## config.mk

```make
export PLATFORM = sky130hd
export DESIGN_NAME = req_group_decoder
export DESIGN_NICKNAME = d
export VERILOG_FILES = /design/src/rtl/ctrl_sys_pkg.sv /design/src/rtl/req_wait_timer.sv /design/src/rtl/req_group_decoder.sv
export SDC_FILE = /design/constraint.sdc
export NUM_CORES = 1
export LEC_CHECK = 0
export CORE_MARGIN = 2
export CORE_UTILIZATION = 44
export CTS_CLUSTER_SIZE = 30
export DETAILED_ROUTE_END_ITERATION = 10
export HOLD_SLACK_MARGIN = 0.15
export PLACE_DENSITY_LB_ADDON = 0.08
export SETUP_SLACK_MARGIN = 0.4
export SYNTH_ARGS = -nofsm -noshare
export SYNTH_HDL_FRONTEND = slang
export SYNTH_SLANG_ARGS = --single-unit
```

## constraint.sdc

```tcl
create_clock -name clk -period 3.9 [get_ports clk]
set_clock_uncertainty 0.2 [all_clocks]
set_input_delay 0.585 -clock clk [delete_from_list [all_inputs] [get_ports clk]]
set_output_delay 0.585 -clock clk [all_outputs]
set_load 0.05 [all_outputs]
```

## src/rtl/ctrl_sys_pkg.sv

```systemverilog
`default_nettype none
// ============================================================================
//  Module      : ctrl_sys_pkg
//  Description : Shared constants for the group request decoder slice.
//  Revision    : 1.0 - initial release
// ============================================================================
package ctrl_sys_pkg;

    localparam logic [4:0] c_st_idle   = 5'b00001;
    localparam logic [4:0] c_st_setup  = 5'b00010;
    localparam logic [4:0] c_st_access = 5'b00100;
    localparam logic [4:0] c_st_resp   = 5'b01000;
    localparam logic [4:0] c_st_drain  = 5'b10000;

    localparam logic [15:0] c_err_rdata_default = 16'hDEAD;

    // One spare bit so the counter can hold WAIT_MAX-1 for any WAIT_MAX
    function automatic int wait_cnt_width(input int wait_max);
        return $clog2(wait_max) + 1;
    endfunction

endpackage
`default_nettype wire

```

## src/rtl/req_wait_timer.sv

```systemverilog
`default_nettype none
// ============================================================================
//  Module      : req_wait_timer
//  Description : Saturating wait counter with clear/enable and expiry flag.
//  Revision    : 1.0 - initial release
// ============================================================================
module req_wait_timer
    import ctrl_sys_pkg::*;
#(
    parameter int WAIT_MAX = 64,
    parameter int CNT_W    = wait_cnt_width(64)
) (
    input  logic clk,
    input  logic rstn,
    input  logic clr,
    input  logic en,
    output logic expire
);

    localparam logic [CNT_W-1:0] c_LAST = CNT_W'(WAIT_MAX - 1);

    logic [CNT_W-1:0] r_count;

    always_ff @(posedge clk or negedge rstn) begin
        if (!rstn) begin
            r_count <= '0;
        end else if (clr) begin
            r_count <= '0;
        end else if (en && (r_count != c_LAST)) begin
            r_count <= r_count + CNT_W'(1);
        end
    end

    assign expire = (r_count == c_LAST);

endmodule
`default_nettype wire

```

## src/rtl/req_group_decoder.sv

```systemverilog
`default_nettype none
// ============================================================================
//  Module      : req_group_decoder
//  Description : Decodes arbiter requests onto APB-style register groups.
//  Revision    : 1.0 - initial release
// ============================================================================
module req_group_decoder
    import ctrl_sys_pkg::*;
#(
    parameter int                   ADDR_WIDTH = 21,
    parameter int                   DATA_WIDTH = 16,
    parameter int                   SEL_WIDTH  = 5,
    parameter int                   GRP_NUM    = 4,
    parameter int                   WAIT_MAX   = 64,
    parameter logic [DATA_WIDTH-1:0] ERR_RDATA = DATA_WIDTH'(c_err_rdata_default)
) (
    input  logic                            clk,
    input  logic                            rstn,
    input  logic [ADDR_WIDTH-1:0]           req_addr,
    input  logic                            req_write,
    input  logic                            req_sel,
    input  logic [DATA_WIDTH-1:0]           req_wdata,
    output logic                            req_ready,
    output logic [DATA_WIDTH-1:0]           req_rdata,
    output logic [GRP_NUM-1:0]              grp_sel,
    output logic                            grp_enable,
    output logic [ADDR_WIDTH-SEL_WIDTH-1:0] grp_addr,
    output logic                            grp_write,
    output logic [DATA_WIDTH-1:0]           grp_wdata,
    input  logic [GRP_NUM-1:0]              grp_ready,
    input  logic [GRP_NUM*DATA_WIDTH-1:0]   grp_rdata,
    output logic                            err_unmapped,
    output logic                            err_timeout
);

    localparam int c_LOC_W = ADDR_WIDTH - SEL_WIDTH;
    localparam int c_CNT_W = wait_cnt_width(WAIT_MAX);

    logic [4:0]            r_state;
    logic [4:0]            w_next;
    logic                  w_bad_state;
    logic [GRP_NUM-1:0]    r_onehot;
    logic                  r_abort;
    logic [SEL_WIDTH-1:0]  w_req_idx;
    logic [GRP_NUM-1:0]    w_dec;
    logic                  w_mapped;
    logic [GRP_NUM-1:0]    w_sel_src;
    logic                  w_grp_ready;
    logic [DATA_WIDTH-1:0] w_grp_rdata;
    logic [DATA_WIDTH-1:0] w_resp_data;
    logic                  w_expire;
    logic                  w_in_access;

    assign w_req_idx   = req_addr[ADDR_WIDTH-1 -: SEL_WIDTH];
    assign w_in_access = (r_state == c_st_access);

    for (genvar gi = 0; gi < GRP_NUM; gi++) begin : g_dec
        assign w_dec[gi] = (w_req_idx == SEL_WIDTH'(gi));
    end

    assign w_mapped    = |w_dec;
    assign w_sel_src   = (r_state == c_st_idle) ? w_dec : r_onehot;
    assign w_grp_ready = |(grp_ready & r_onehot);

    always_comb begin
        w_grp_rdata = '0;
        for (int i = 0; i < GRP_NUM; i++) begin
            if (r_onehot[i]) begin
                w_grp_rdata = w_grp_rdata | grp_rdata[i*DATA_WIDTH +: DATA_WIDTH];
            end
        end
    end

    // Only a ready completion returns group data; unmapped and timeout return ERR_RDATA
    assign w_resp_data = (w_in_access && w_grp_ready) ? w_grp_rdata : ERR_RDATA;

    always_comb begin
        w_next      = r_state;
        w_bad_state = 1'b0;
        case (r_state)
            c_st_idle:   if (req_sel) w_next = w_mapped ? c_st_setup : c_st_resp;
            c_st_setup:  w_next = c_st_access;
            c_st_access: begin
                if (w_grp_ready || w_expire) begin
                    w_next = (r_abort || !req_sel) ? c_st_idle : c_st_resp;
                end
            end
            c_st_resp:   w_next = req_sel ? c_st_drain : c_st_idle;
            c_st_drain:  if (!req_sel) w_next = c_st_idle;
            default: begin
                w_next      = c_st_idle;
                w_bad_state = 1'b1;
            end
        endcase
    end

    req_wait_timer #(
        .WAIT_MAX (WAIT_MAX),
        .CNT_W    (c_CNT_W)
    ) u_wait_timer (
        .clk    (clk),
        .rstn   (rstn),
        .clr    (r_state == c_st_setup),
        .en     (w_in_access),
        .expire (w_expire)
    );

    // Outputs are loaded from the next state so every output is a plain flop
    always_ff @(posedge clk or negedge rstn) begin
        if (!rstn) begin
            r_state      <= c_st_idle;
            r_onehot     <= '0;
            r_abort      <= 1'b0;
            req_ready    <= 1'b0;
            req_rdata    <= '0;
            grp_sel      <= '0;
            grp_enable   <= 1'b0;
            grp_addr     <= '0;
            grp_write    <= 1'b0;
            grp_wdata    <= '0;
            err_unmapped <= 1'b0;
            err_timeout  <= 1'b0;
        end else if (w_bad_state) begin
            r_state      <= c_st_idle;
            r_onehot     <= '0;
            r_abort      <= 1'b0;
            req_ready    <= 1'b0;
            req_rdata    <= '0;
            grp_sel      <= '0;
            grp_enable   <= 1'b0;
            grp_addr     <= '0;
            grp_write    <= 1'b0;
            grp_wdata    <= '0;
            err_unmapped <= 1'b0;
            err_timeout  <= 1'b0;
        end else begin
            r_state <= w_next;
            if ((r_state == c_st_idle) && req_sel) begin
                r_onehot  <= w_dec;
                r_abort   <= 1'b0;
                grp_addr  <= req_addr[c_LOC_W-1:0];
                grp_write <= req_write;
                grp_wdata <= req_wdata;
            end else if (((r_state == c_st_setup) || w_in_access) && !req_sel) begin
                r_abort <= 1'b1;
            end
            grp_sel    <= ((w_next == c_st_setup) || (w_next == c_st_access)) ? w_sel_src : '0;
            grp_enable <= (w_next == c_st_access);
            req_ready  <= (w_next == c_st_resp);
            if (w_next == c_st_resp) begin
                req_rdata <= w_resp_data;
            end
            err_unmapped <= (r_state == c_st_idle) && req_sel && !w_mapped;
            err_timeout  <= w_in_access && w_expire && !w_grp_ready;
        end
    end

endmodule
`default_nettype wire

```

==> impl_metrics.csv <==
group,metric,value,unit
outcome,status,"complete, no violations",
worst_setup_path,critical_path_arrival,2.77,ns
sta,final.setup.tns,0,ns
worst_setup_path,slowest_delay,0.95,ns
finish,fillers,617,
sta,timing.fmax,0.363,GHz
pwr,power.switching,1540,uW
worst_setup_path,crit_fanout,16,
routing,wl_met2,4730,um
synth,syn_area_per_cell,9.33,um^2
pwr,switching_share,43.3,%
pwr,combPwrFrac,48.5,%
worst_setup_path,crit_path_start,"r_state[3]",
placed_design,dpl.cell_count,624,
global_route,grt_max_degree,75,
global_route,track_usage,23.2,%
routing,num_vias,3343,
sta,rsz0062_at_grt,"false",
placed_design,dpl.hpwl,7020,um
sta,fin_crit,2.76,ns
synth,syn-num-nets,486,
global_route,grt_pass1_wl,15800,um
worst_setup_path,r2r_start,"r_state[3]",
pwr,peakVddDrop,0.000450,V
worst_setup_path,crit_required,3.92,ns
pwr,internal_power,2020,uW
pwr,p_seq_share,30.8,%
synth,synth-async-reset-ratio,100,%
run,cap_violations,0,
clock_tree,clockBufferDepth,2,
sta,fin_crit_sh,70.7,%
floorplan,die_h,93.3,um
floorplan,start_util,45.4,%
synth,synth_cells,376,
worst_setup_path,rrSetupSlack,1.14,ns
worst_setup_path,start_kind,"flip-flop",
synth,synth_edf_count,0,
routing,drc_errors,0,
routing,ant_nets,0,
placed_design,port_buffers,165,
synth,synthesis.area,3510,um^2
routing,wl_met3,1160,um
global_route,grt_overflow,0,
clock_tree,cts_hold_buf,0,
sta,worst_slew_pin_slew,1.03,ns
global_route,grt_pass1_vias,3286,
worst_setup_path,worstReg2RegEnd,"req_rdata[14]",
clock_tree,cts_setup_buffers,0,
floorplan,io_pins,166,
sta,hold_viol,0,
synth,synth_top_flop_cell,"dfrtp_1",
placed_design,place.gp.congestion,0.851,
floorplan,core_area,7730,um^2
clock_tree,clock-root-buffer,"clkbuf_8",
worst_setup_path,reg2reg_depth,5,
routing,dr.max_layer_used,"met4",
sta,setup_viol_count_final,0,
routing,post_drt_via_cell_ratio,5.22,
global_route,antenna_found_initial,0,
finish,multi_input_area,1520,um^2
finish,utilization,70.6,%
worst_setup_path,crit_path_cell_trace,"nor2_2 -> nand3_1 -> a21oi_1 -> and3_1 -> mux2i_1",
hold_path,hp-class,"input pin to asynchronous set/reset pin",
floorplan,die_area,8700,um^2
clock_tree,cts_resized,0,
finish,final_cells,640,
pwr,p_leak,0.00250,uW
finish,seq_area,1850,um^2
sta,drv_slew,0,
routing,totalWireLength,9980,um
worst_setup_path,critPathCaptureType,"flip-flop",
clock_tree,h-tree-depth,3,
finish,fin_nets,643,
synth,yosys_warnings,0,
clock_tree,clk_pin_slew_worst_paths,0.08,ns
finish,insertedDiodeCount,0,
routing,wl_per_cell,15.6,um
sta,max_slew_margin,31.5,%
worst_setup_path,cpMaxStageDelayCell,"a21oi_1",
worst_setup_path,endpoint,"req_rdata[14]",
clock_tree,cts_buffers,9,
pwr,clockPowerShare,20.6,%
clock_tree,clock_latency,0.34,ns
clock_tree,clock_sinks,74,
floorplan,fp-row-count,32,
clock_tree,cts_tree,"done",
finish,drive_above_1_share,5.58,%
worst_setup_path,crit_type,"flip-flop to flip-flop",
routing,drt_iter0_markers,201,
pwr,power_density,652,nW/um^2
synth,synth.distinct_cells,39,
routing,drt_pass1_iterations,5,
floorplan,die_w,93.3,um
finish,syn2layout_area_growth,55.6,%
synth,ys_ff_latch,74,
routing,met1Wirelength,4040,um
synth,seq_area_frac_synth,52.8,%
-- cell usage in the layout (no fill, tap or decap), drive strengths merged, types with 4 or more instances in the layout --
cell type and n:
a21oi 6, a22oi 34, and3 12, buf 7, clkbuf 11, clkdlybuf4s50 164
dfrtp 73, inv 4, mux2i 20, nand2 113, nand3 36, nor2 15
nor3 4, o21ai 4, xnor2 4
-- registers in the layout, indices dropped and copies added (netlist names) --
| signal | flops |
|---|---|
| grp_enable | 1 |
| grp_wdata | 16 |
| grp_sel | 4 |
| err_timeout | 1 |
| u_wait_timer.r_count | 7 |
| grp_write | 1 |
| r_state | 5 |
| grp_addr | 16 |
| req_rdata | 16 |
| r_abort | 1 |
| req_ready | 1 |
| err_unmapped | 1 |
| r_onehot | 4 |
-- per-layer routing --
metal	global-route usage, %	vias to the layer above
met5	0	-
met4	4.78	0
met3	10.1	4
met2	36.8	153
met1	29.7	1569
li1	-	1617
-- Yosys cell counts, types with 2 or more instances --
master	n	area (um^2)
nor3b_1	3	22.5
clkbuf_1	14	52.6
and3_1	12	75.1
nand3_1	35	175
mux2i_1	20	200
o31ai_1	2	15.0
o21ai_0	4	20.0
buf_1	3	11.3
dfrtp_1	73	1830
nor4_1	2	12.5
a21oi_1	6	30.0
nand4_1	2	12.5
buf_2	6	30.0
inv_1	4	15.0
nand2_1	113	424
nor3_1	3	15.0
a22oi_1	34	255
o2bb2ai_1	2	17.5
xnor2_1	4	35.0
nor2_1	14	52.6
nor2b_1	2	12.5
-- through the flow --
stage	hold WS [ns]	worst slack [ns]	instance area (um^2)	total power, uW
after detailed placement	0.285	1.15	5210	2850
after floorplan	0.0894	1.83	3510	2210
after CTS	0.209	1.16	5460	3590
final	0.159	1.14	5460	3560
after global placement	0.279	1.26	5210	2820
after global routing	0.244	0.923	5460	3730
-- worst max-delay path, delay by kind of cell (launching register included) --
family	cells	cell delay, ns
and+or+nand+nor	3	1.02
AOI/OAI and AO/OA	1	0.95
DFF	1	0.40
muxes	1	0.07
-- worst min path at each step --
stage	from	end
6_report	rstn	u_wait_timer.r_count[1]
5_1_grt	rstn	err_timeout
4_1_cts	rstn	u_wait_timer.r_count[1]
3_5_place_dp	grp_wdata[2]	grp_wdata[2]
3_3_place_gp	grp_addr[2]	grp_addr[2]
2_1_floorplan	rstn	err_timeout
-- power groups by stage --
stage	Combinational, uW	Sequential, uW	Clock, uW
6_report	1730	1100	735
5_1_grt	1830	1120	779
4_1_cts	1740	1100	748
3_5_place_dp	1740	1110	0
3_3_place_gp	1720	1110	0
2_1_floorplan	441	1770	0
-- cells by family after synthesis --
logic type,synth area share [%]
simple gates,25.3
flops,52.8
compound gates,10.8
buf+inv,3.99
mux,5.71
xor+xnor,0.998
fa+ha+maj,0.357
-- area by class of cell --
type | count | share of cell area, %
multi-input combinational | 273 | 27.8
tap | 102 | 2.34
clock buffer | 11 | 2.77
timing repair buffer | 171 | 31.0
sequential | 74 | 33.9
inverter | 4 | 0.275
clock inverter | 5 | 1.83
Power figures use the tool's default switching activity.
